--- src/rtl/if_fetch_unit_pkg.sv ---
// +----------------------------------------------------------------------+
// | if_pkg : shared types and constants for the IF stage.    Rev 1.0     |
// +----------------------------------------------------------------------+
`default_nettype none

package if_pkg;

  typedef enum logic [1:0] {
    FETCH = 2'd0,
    HOLD  = 2'd1,
    DROP  = 2'd2
  } fetch_state_e;

  localparam logic [31:0] BUBBLE_INSTR = 32'h0000_0000;
  localparam logic [31:0] INSTR_BYTES  = 32'd4;

endpackage

`default_nettype wire

--- src/rtl/if_fetch_unit_if.sv ---
// +----------------------------------------------------------------------+
// | if_fetch_unit_if : req/ack instruction-memory bus.       Rev 1.0     |
// +----------------------------------------------------------------------+
`default_nettype none

interface if_fetch_unit_if;

  logic        imem_req_o;
  logic [31:0] imem_addr_o;
  logic        imem_ack_i;
  logic [31:0] imem_data_i;

  modport master (
    output imem_req_o,
    output imem_addr_o,
    input  imem_ack_i,
    input  imem_data_i
  );

  modport slave (
    input  imem_req_o,
    input  imem_addr_o,
    output imem_ack_i,
    output imem_data_i
  );

endinterface

`default_nettype wire

--- src/rtl/if_fetch_unit.sv ---
// +----------------------------------------------------------------------+
// | if_fetch_unit : PC owner, imem handshake, one-word skid. Rev 1.0     |
// +----------------------------------------------------------------------+
`default_nettype none

module if_fetch_unit
  import if_pkg::*;
#(
  parameter logic [31:0] RESET_PC = 32'h0000_0000
) (
  input  wire logic               clk_i,
  input  wire logic               start_i,
  input  wire logic               Stall_i,
  input  wire logic               Branch_i,
  input  wire logic [31:0]        BranchTarget_i,
  if_fetch_unit_if.master         imem,
  output logic [31:0]             PC_o,
  output logic [31:0]             instr_o,
  output logic                    valid_o
);

  fetch_state_e state_q;
  logic [31:0]  pc_q;
  logic [31:0]  addr_q;
  logic [31:0]  skid_q;
  logic [31:0]  out_pc_q;
  logic [31:0]  out_instr_q;
  logic         out_valid_q;

  logic         req;
  logic         ack;
  logic         consume;
  logic         slot_free;
  logic [31:0]  target;
  logic [31:0]  pc_inc;

  // No request is issued while the skid holds a word.
  assign req       = start_i & (state_q != HOLD);
  assign ack       = req & imem.imem_ack_i;
  assign consume   = out_valid_q & ~Stall_i;
  assign slot_free = ~out_valid_q | ~Stall_i;
  assign target    = BranchTarget_i & ~32'h0000_0003;
  assign pc_inc    = pc_q + INSTR_BYTES;

  assign imem.imem_req_o  = req;
  assign imem.imem_addr_o = addr_q;

  assign PC_o    = out_pc_q;
  assign instr_o = out_instr_q;
  assign valid_o = out_valid_q;

  always_ff @(posedge clk_i) begin
    if (!start_i) begin
      state_q     <= FETCH;
      pc_q        <= RESET_PC;
      addr_q      <= RESET_PC;
      skid_q      <= BUBBLE_INSTR;
      out_pc_q    <= '0;
      out_instr_q <= BUBBLE_INSTR;
      out_valid_q <= 1'b0;
    end else begin
      case (state_q)
        FETCH: begin
          if (Branch_i) begin
            pc_q        <= target;
            out_pc_q    <= '0;
            out_instr_q <= BUBBLE_INSTR;
            out_valid_q <= 1'b0;
            if (ack) begin
              addr_q <= target;
            end else begin
              state_q <= DROP;
            end
          end else if (ack) begin
            pc_q <= pc_inc;
            if (slot_free) begin
              out_pc_q    <= addr_q;
              out_instr_q <= imem.imem_data_i;
              out_valid_q <= 1'b1;
              addr_q      <= pc_inc;
            end else begin
              // addr_q keeps the PC of the word parked in the skid.
              skid_q  <= imem.imem_data_i;
              state_q <= HOLD;
            end
          end else if (consume) begin
            out_pc_q    <= '0;
            out_instr_q <= BUBBLE_INSTR;
            out_valid_q <= 1'b0;
          end
        end

        HOLD: begin
          if (Branch_i) begin
            pc_q        <= target;
            addr_q      <= target;
            skid_q      <= BUBBLE_INSTR;
            out_pc_q    <= '0;
            out_instr_q <= BUBBLE_INSTR;
            out_valid_q <= 1'b0;
            state_q     <= FETCH;
          end else if (consume) begin
            out_pc_q    <= addr_q;
            out_instr_q <= skid_q;
            out_valid_q <= 1'b1;
            addr_q      <= pc_q;
            state_q     <= FETCH;
          end
        end

        DROP: begin
          // Waiting out the stale request; the newest redirect wins.
          out_pc_q    <= '0;
          out_instr_q <= BUBBLE_INSTR;
          out_valid_q <= 1'b0;
          if (Branch_i) begin
            pc_q <= target;
          end
          if (ack) begin
            addr_q  <= Branch_i ? target : pc_q;
            state_q <= FETCH;
          end
        end

        default: begin
          state_q <= FETCH;
        end
      endcase
    end
  end

endmodule

`default_nettype wire

--- src/flat_wrapper.sv ---
// flat-port wrapper written by rule: the top's interface ports become plain ports
module if_fetch_unit_flat import if_pkg::*;
#(
  parameter logic [31:0] RESET_PC = 32'h0000_0000
)
  (clk_i, start_i, Stall_i, Branch_i, BranchTarget_i, PC_o, instr_o, valid_o, imem_imem_req_o, imem_imem_addr_o, imem_imem_ack_i, imem_imem_data_i);
  if_fetch_unit_if imem_i ();
  input  wire logic clk_i;
  input  wire logic start_i;
  input  wire logic Stall_i;
  input  wire logic Branch_i;
  input  wire logic [31:0] BranchTarget_i;
  output logic [31:0] PC_o;
  output logic [31:0] instr_o;
  output logic valid_o;
  output wire logic [$bits(imem_i.imem_req_o)-1:0] imem_imem_req_o;
  output wire logic [$bits(imem_i.imem_addr_o)-1:0] imem_imem_addr_o;
  input wire logic [$bits(imem_i.imem_ack_i)-1:0] imem_imem_ack_i;
  input wire logic [$bits(imem_i.imem_data_i)-1:0] imem_imem_data_i;
  assign imem_imem_req_o = imem_i.imem_req_o;
  assign imem_imem_addr_o = imem_i.imem_addr_o;
  assign imem_i.imem_ack_i = imem_imem_ack_i;
  assign imem_i.imem_data_i = imem_imem_data_i;
  if_fetch_unit #(.RESET_PC(RESET_PC)) u_core (.clk_i(clk_i), .start_i(start_i), .Stall_i(Stall_i), .Branch_i(Branch_i), .BranchTarget_i(BranchTarget_i), .imem(imem_i), .PC_o(PC_o), .instr_o(instr_o), .valid_o(valid_o));
endmodule
--- config.mk ---
export PLATFORM = sky130hd
export DESIGN_NAME = if_fetch_unit_flat
export DESIGN_NICKNAME = d
export VERILOG_FILES = /design/src/rtl/if_fetch_unit_pkg.sv /design/src/rtl/if_fetch_unit_if.sv /design/src/rtl/if_fetch_unit.sv /design/src/flat_wrapper.sv
export SDC_FILE = /design/constraint.sdc
export NUM_CORES = 1
export LEC_CHECK = 0
export ABC_AREA = 1
export BUFFER_PORTS_ARGS = -buffer_cell sky130_fd_sc_hd__buf_2
export CORE_ASPECT_RATIO = 1.25
export CORE_MARGIN = 3
export CORE_UTILIZATION = 60
export DETAILED_ROUTE_END_ITERATION = 10
export PLACE_DENSITY = 0.87
export RECOVER_POWER = 100
export SYNTH_ARGS = -nofsm -noshare
export SYNTH_HDL_FRONTEND = slang
export SYNTH_SLANG_ARGS = --single-unit
--- constraint.sdc ---
create_clock -name clk_i -period 3.2 [get_ports clk_i]
set_input_delay 0.96 -clock clk_i [delete_from_list [all_inputs] [get_ports clk_i]]
set_output_delay 0.96 -clock clk_i [all_outputs]
set_load 0.05 [all_outputs]
---- Yosys cells after proc, flatten, opt, wreduce, memory -nomap -nowiden ----
Cells that the tools add are included.
operators by class
  bitwise logic cells ..................... 6
  equal/unequal tests ..................... 15
  add/subtract/negate cells ............... 1
  reductions and logical operators ........ 10
  mux-type cells .......................... 45
operators with widths
  cell                   count
  $mux 32                25
  $pmux 32 s3            3
  $pmux 32 s2            2
  $add 32x3->32 const B  1
  $reduce_and 5->1       3
  $mux 2                 7
  $ne 3x2->1 const B     3
  $mux 1                 6
  $ne 2x1->1 const B     3
  $ne 2x2->1 const B     3
  $ne 3x3->1 const B     2
  $pmux 2 s3             1
  $ne 4x2->1 const B     1
  $ne 4x4->1 const B     1
  $reduce_and 4->1       1
  $reduce_bool 2->1      2
  $and 1x1->1            3
  $pmux 1 s3             1
  $reduce_bool 3->1      1
  $eq 2x1->1 const B     1
  $eq 2x2->1 const B     1
  $logic_not 2->1        1
  $not 1->1              2
  $reduce_and 2->1       1
  other kinds (2)        2
word-level totals
  output and inout bits ................... 98
  word-level logic and storage cells ...... 84
  input bits .............................. 69
  bits in registers ....................... 163

---- Depth between registers and ports, before layout ----
  depth after elaboration ................. 6
  depth in mapped cells ................... 13
  depth with buffers taken out ............ 12

---- Least setup slack after synthesis ----
Ideal clock, no wire load.
  path type ............................... input port to flip-flop
  from .................................... input start_i
  to ...................................... register u_core.out_pc_q[21], in the netlist u_core.PC_o[21]
  arrival ................................. 2.357 ns
  required time ........................... 3.130 ns
  path buffers ............................ 3
  setup slack ............................. 0.773 ns
  stages on the path ...................... 13
  setup time .............................. 0.070 ns
  path through ............................ buf_4 > inv_2 > nor2_4 > nand2_2 > nand2_1 > inv_2 > nand2_1 > nand3_2 > inv_2 > buf_4 > buf_2 > nand3_1 > a21oi_1
between the ends
  cells in the longest elaborated chain, start to end .. 5
  elaborated cells on any way between the ends .. 8
  classes of those cells .................. eq/ne (2); mux (3); bitwise (2); reduce/logical (1)
RTL lines
  what                  line                  text
  from (decl)           flat_wrapper.sv:9     input wire logic start_i;
  $and 1x1->1 (*)       if_fetch_unit.sv:38   assign req = start_i & (state_q != HOLD);
  net imem_imem_req_o   flat_wrapper.sv:16    output wire logic [$bits(imem_i.imem_req_o)-1:0] imem_imem_req_o;
  $and 1x1->1 (*)       if_fetch_unit.sv:39   assign ack = req & imem.imem_ack_i;
  $mux 32               if_fetch_unit.sv:74   end else if (ack) begin
  $mux 32               if_fetch_unit.sv:64   if (Branch_i) begin
  $pmux 32 s3           if_fetch_unit.sv:62   case (state_q)
  to (signal assigned)  if_fetch_unit.sv:77   out_pc_q <= addr_q;
  to (signal assigned)  if_fetch_unit.sv:103  out_pc_q <= addr_q;
  to (decl)             if_fetch_unit.sv:26   logic [31:0] out_pc_q;
The timed path passes the listed nets; every way through them passes the cells marked *.
A chain may end at the register's enable or synchronous reset.

---- Final worst setup path ----
  from .................................... input start_i
  to ...................................... output imem_imem_req_o
between the ends
  cells in the longest elaborated chain, start to end .. 1
RTL lines
  what         line
  $and 1x1->1  if_fetch_unit.sv:38
  to (decl)    flat_wrapper.sv:16
No other way between the ends.

==> impl_metrics.tcl <==
set metrics [dict create \
    post_cts.resized_instances 0 \
    hpwlAfterDp_um 15650 \
    crit_arrival_ns 1.88 \
    final_max_slew_viol_count 0 \
    insertion_delay_ns 0.43 \
    die_y_um 136.0 \
    slew_headroom 0.3339 \
    setup_viol 0 \
    cpPeakStageDelay_ns 0.51 \
    syn_area_um2 8107 \
    cts_max_path_buffers 2 \
    min_period_over_period 0.8866 \
    min_path_type "register to register" \
    cts_root_buffer "clkbuf_16" \
    num_vias 8597 \
    grt_pass1_vias 7740 \
    p_per_area_nw_per_um2 902.9 \
    clk_pin_slew_ns 0.06 \
    crit_required_ns 2.24 \
    critPathKind "input port to primary output" \
    p_leak_uw 0.003992 \
    post-cts-setup-buffers 0 \
    syn-num-nets 1291 \
    h-tree-depth 4 \
    grt_util_all_layers 0.3077 \
    postRouteAntennaNets 0 \
    yosysSeqAreaShare 0.4025 \
    finalPower_uw 8464 \
    hold_viol 0 \
    crit_path_start_kind "input port" \
    grt_max_degree 138 \
    rows 46 \
    grt_antenna_before_repair 0 \
    globalRouteOverflowTotal 0 \
    syn_inst 1216 \
    wl_per_cell_um 15.21 \
    fin_util 0.7239 \
    dieArea_um2 14950 \
    cts_buffers 17 \
    peakVddDrop_mv 0.6905 \
    cp_max_fo 3 \
    fin_crit_ns 2.837 \
    n_antenna_cell 0 \
    nets 1419 \
    drv_cap 0 \
    crit_top_cell "clkbuf_1" \
    ys_seq_elements 163 \
    layout-drive-gt1-share 0.1049 \
    die_w_um 110.0 \
    cts_tree "yes" \
    yosys_warnings 0 \
    setup_tns_ns 0 \
    core_area_um2 12950 \
    cts_hold_buf 0 \
    cp_slowest_cell "clkbuf_1" \
    grt_pass1_wl_um 36710 \
    drtIter0Drc 918 \
    first_pass_iters 5 \
    drcViolationCount 0 \
    syn_avg_cell_area_um2 6.667 \
    routed_wl_um 23140 \
    cts.sinks 163 \
    end_kind "primary output" \
    io_buffers 164 \
    ios 167 \
    start_util 0.6260 \
    tightestPinTransition_ns 0.9992 \
    drt-vias-per-instance 5.648 \
    finClkSkew_ns 0.01047 \
    status "finished, final reports clean" \
    syn_to_final_growth_pct 15.64 \
    r2r_slack_ns 0.48 \
    rsz0062_at_grt "false" \
    ys_types 29 \
    globalplace.congestion 0.9960 \
    fmax_mhz 352.5 \
    path_cells "clkbuf_1 > inv_4 > nor2_4 > clkbuf_1" \
]
==> cell families after synthesis <==
logic type | synth area share
compound gates | 0.1526
xor+xnor | 0.002161
fa+ha+maj | 0.009260
buf+inv | 0.09091
flops | 0.4025
simple gates | 0.3425
==> flip-flops by register name (all words and copies together), names as in the netlist <==
signal	cells
u_core.PC_o	32
u_core.skid_q	32
u_core.imem.imem_addr_o	32
u_core.pc_q	32
u_core.valid_o	1
u_core.instr_o	32
u_core.state_q	2
==> final timing paths <==
kind,startpoint,endpoint,depth (start not counted)
worst max-delay path,start_i,imem_imem_req_o,4
worst min-delay path,u_core.pc_q[1],u_core.pc_q[1],2
worst max register to register,u_core.state_q[0],u_core.PC_o[26],10
worst min register to register,u_core.pc_q[1],u_core.pc_q[1],2
==> critical path, delay by kind of cell <==
family        cells  cell delay (ns)
simple gates      1             0.11
buf+inv           3             0.80
==> area by class of cell <==
| cell class | count | area [µm²] |
|---|---|---|
| multi-input cells | 876 | 4045 |
| fillers | 1121 | 3576 |
| repair buffers | 185 | 873.3 |
| inverters | 101 | 384.1 |
| flip-flops and latches | 163 | 3263 |
| well taps | 168 | 210.2 |
| clock inverters | 8 | 127.6 |
| clock buffers | 21 | 470.5 |
==> placed cells by master (no fill, tap or decap), types with 3 or more instances in the layout <==
cell,count
a21oi_1,116
clkbuf_8,3
nor2_1,127
buf_12,3
nand4_1,5
or2_2,3
nand3_1,167
inv_1,96
clkbuf_2,3
inv_2,3
clkbuf_1,103
clkbuf_16,17
buf_4,12
dfxtp_1,163
a211oi_2,16
a211oi_1,16
bufinv_16,3
nand2_1,353
ha_1,6
nand3b_1,3
buf_2,65
o21ai_0,53
==> synthesized netlist by cell type, drive strengths merged <==
cell type,number,area [µm²]
nor2,130,503.0
nand3,168,845.8
clkbuf,38,143.9
nand3b,3,22.52
a211oi,32,380.4
o21ai,54,270.3
nand2,354,1334
nor3,2,21.27
dfxtp,163,3263
xor2,2,17.52
nand4,5,31.28
a31oi,1,6.260
inv,101,381.6
buf,38,211.5
ha,6,75.07
a21oi,116,580.6
or2,3,18.77
==> where the power goes <==
part,total [µW],internal [µW],switching [µW]
Clock,2070,1280,794
Sequential,2800,2440,360
Combinational,3600,843,2750
==> per-layer routing <==
layer	up-vias	GRT usage	part of all wire
met5	-	0	0
met4	0	0.1206	0.029
met3	65	0.06413	0.089
met2	401	0.5243	0.49
met1	3932	0.3755	0.39
li1	4199	-	-
==> metrics by stage <==
step                worst slack [ns]  std cells  hold slack [ns]  cell area, µm²
finish                        0.3630       1522           0.4340            9374
global route                  0.3020       1522           0.4518            9374
CTS                           0.6358       1522           0.4363            9584
detailed placement            0.5611       1493           0.4279            8986
global placement              0.6275       1493           0.4230            8986
floorplan                     0.7730       1216           0.4157            8107
Note: power is estimated with default switching activity, not from simulation.
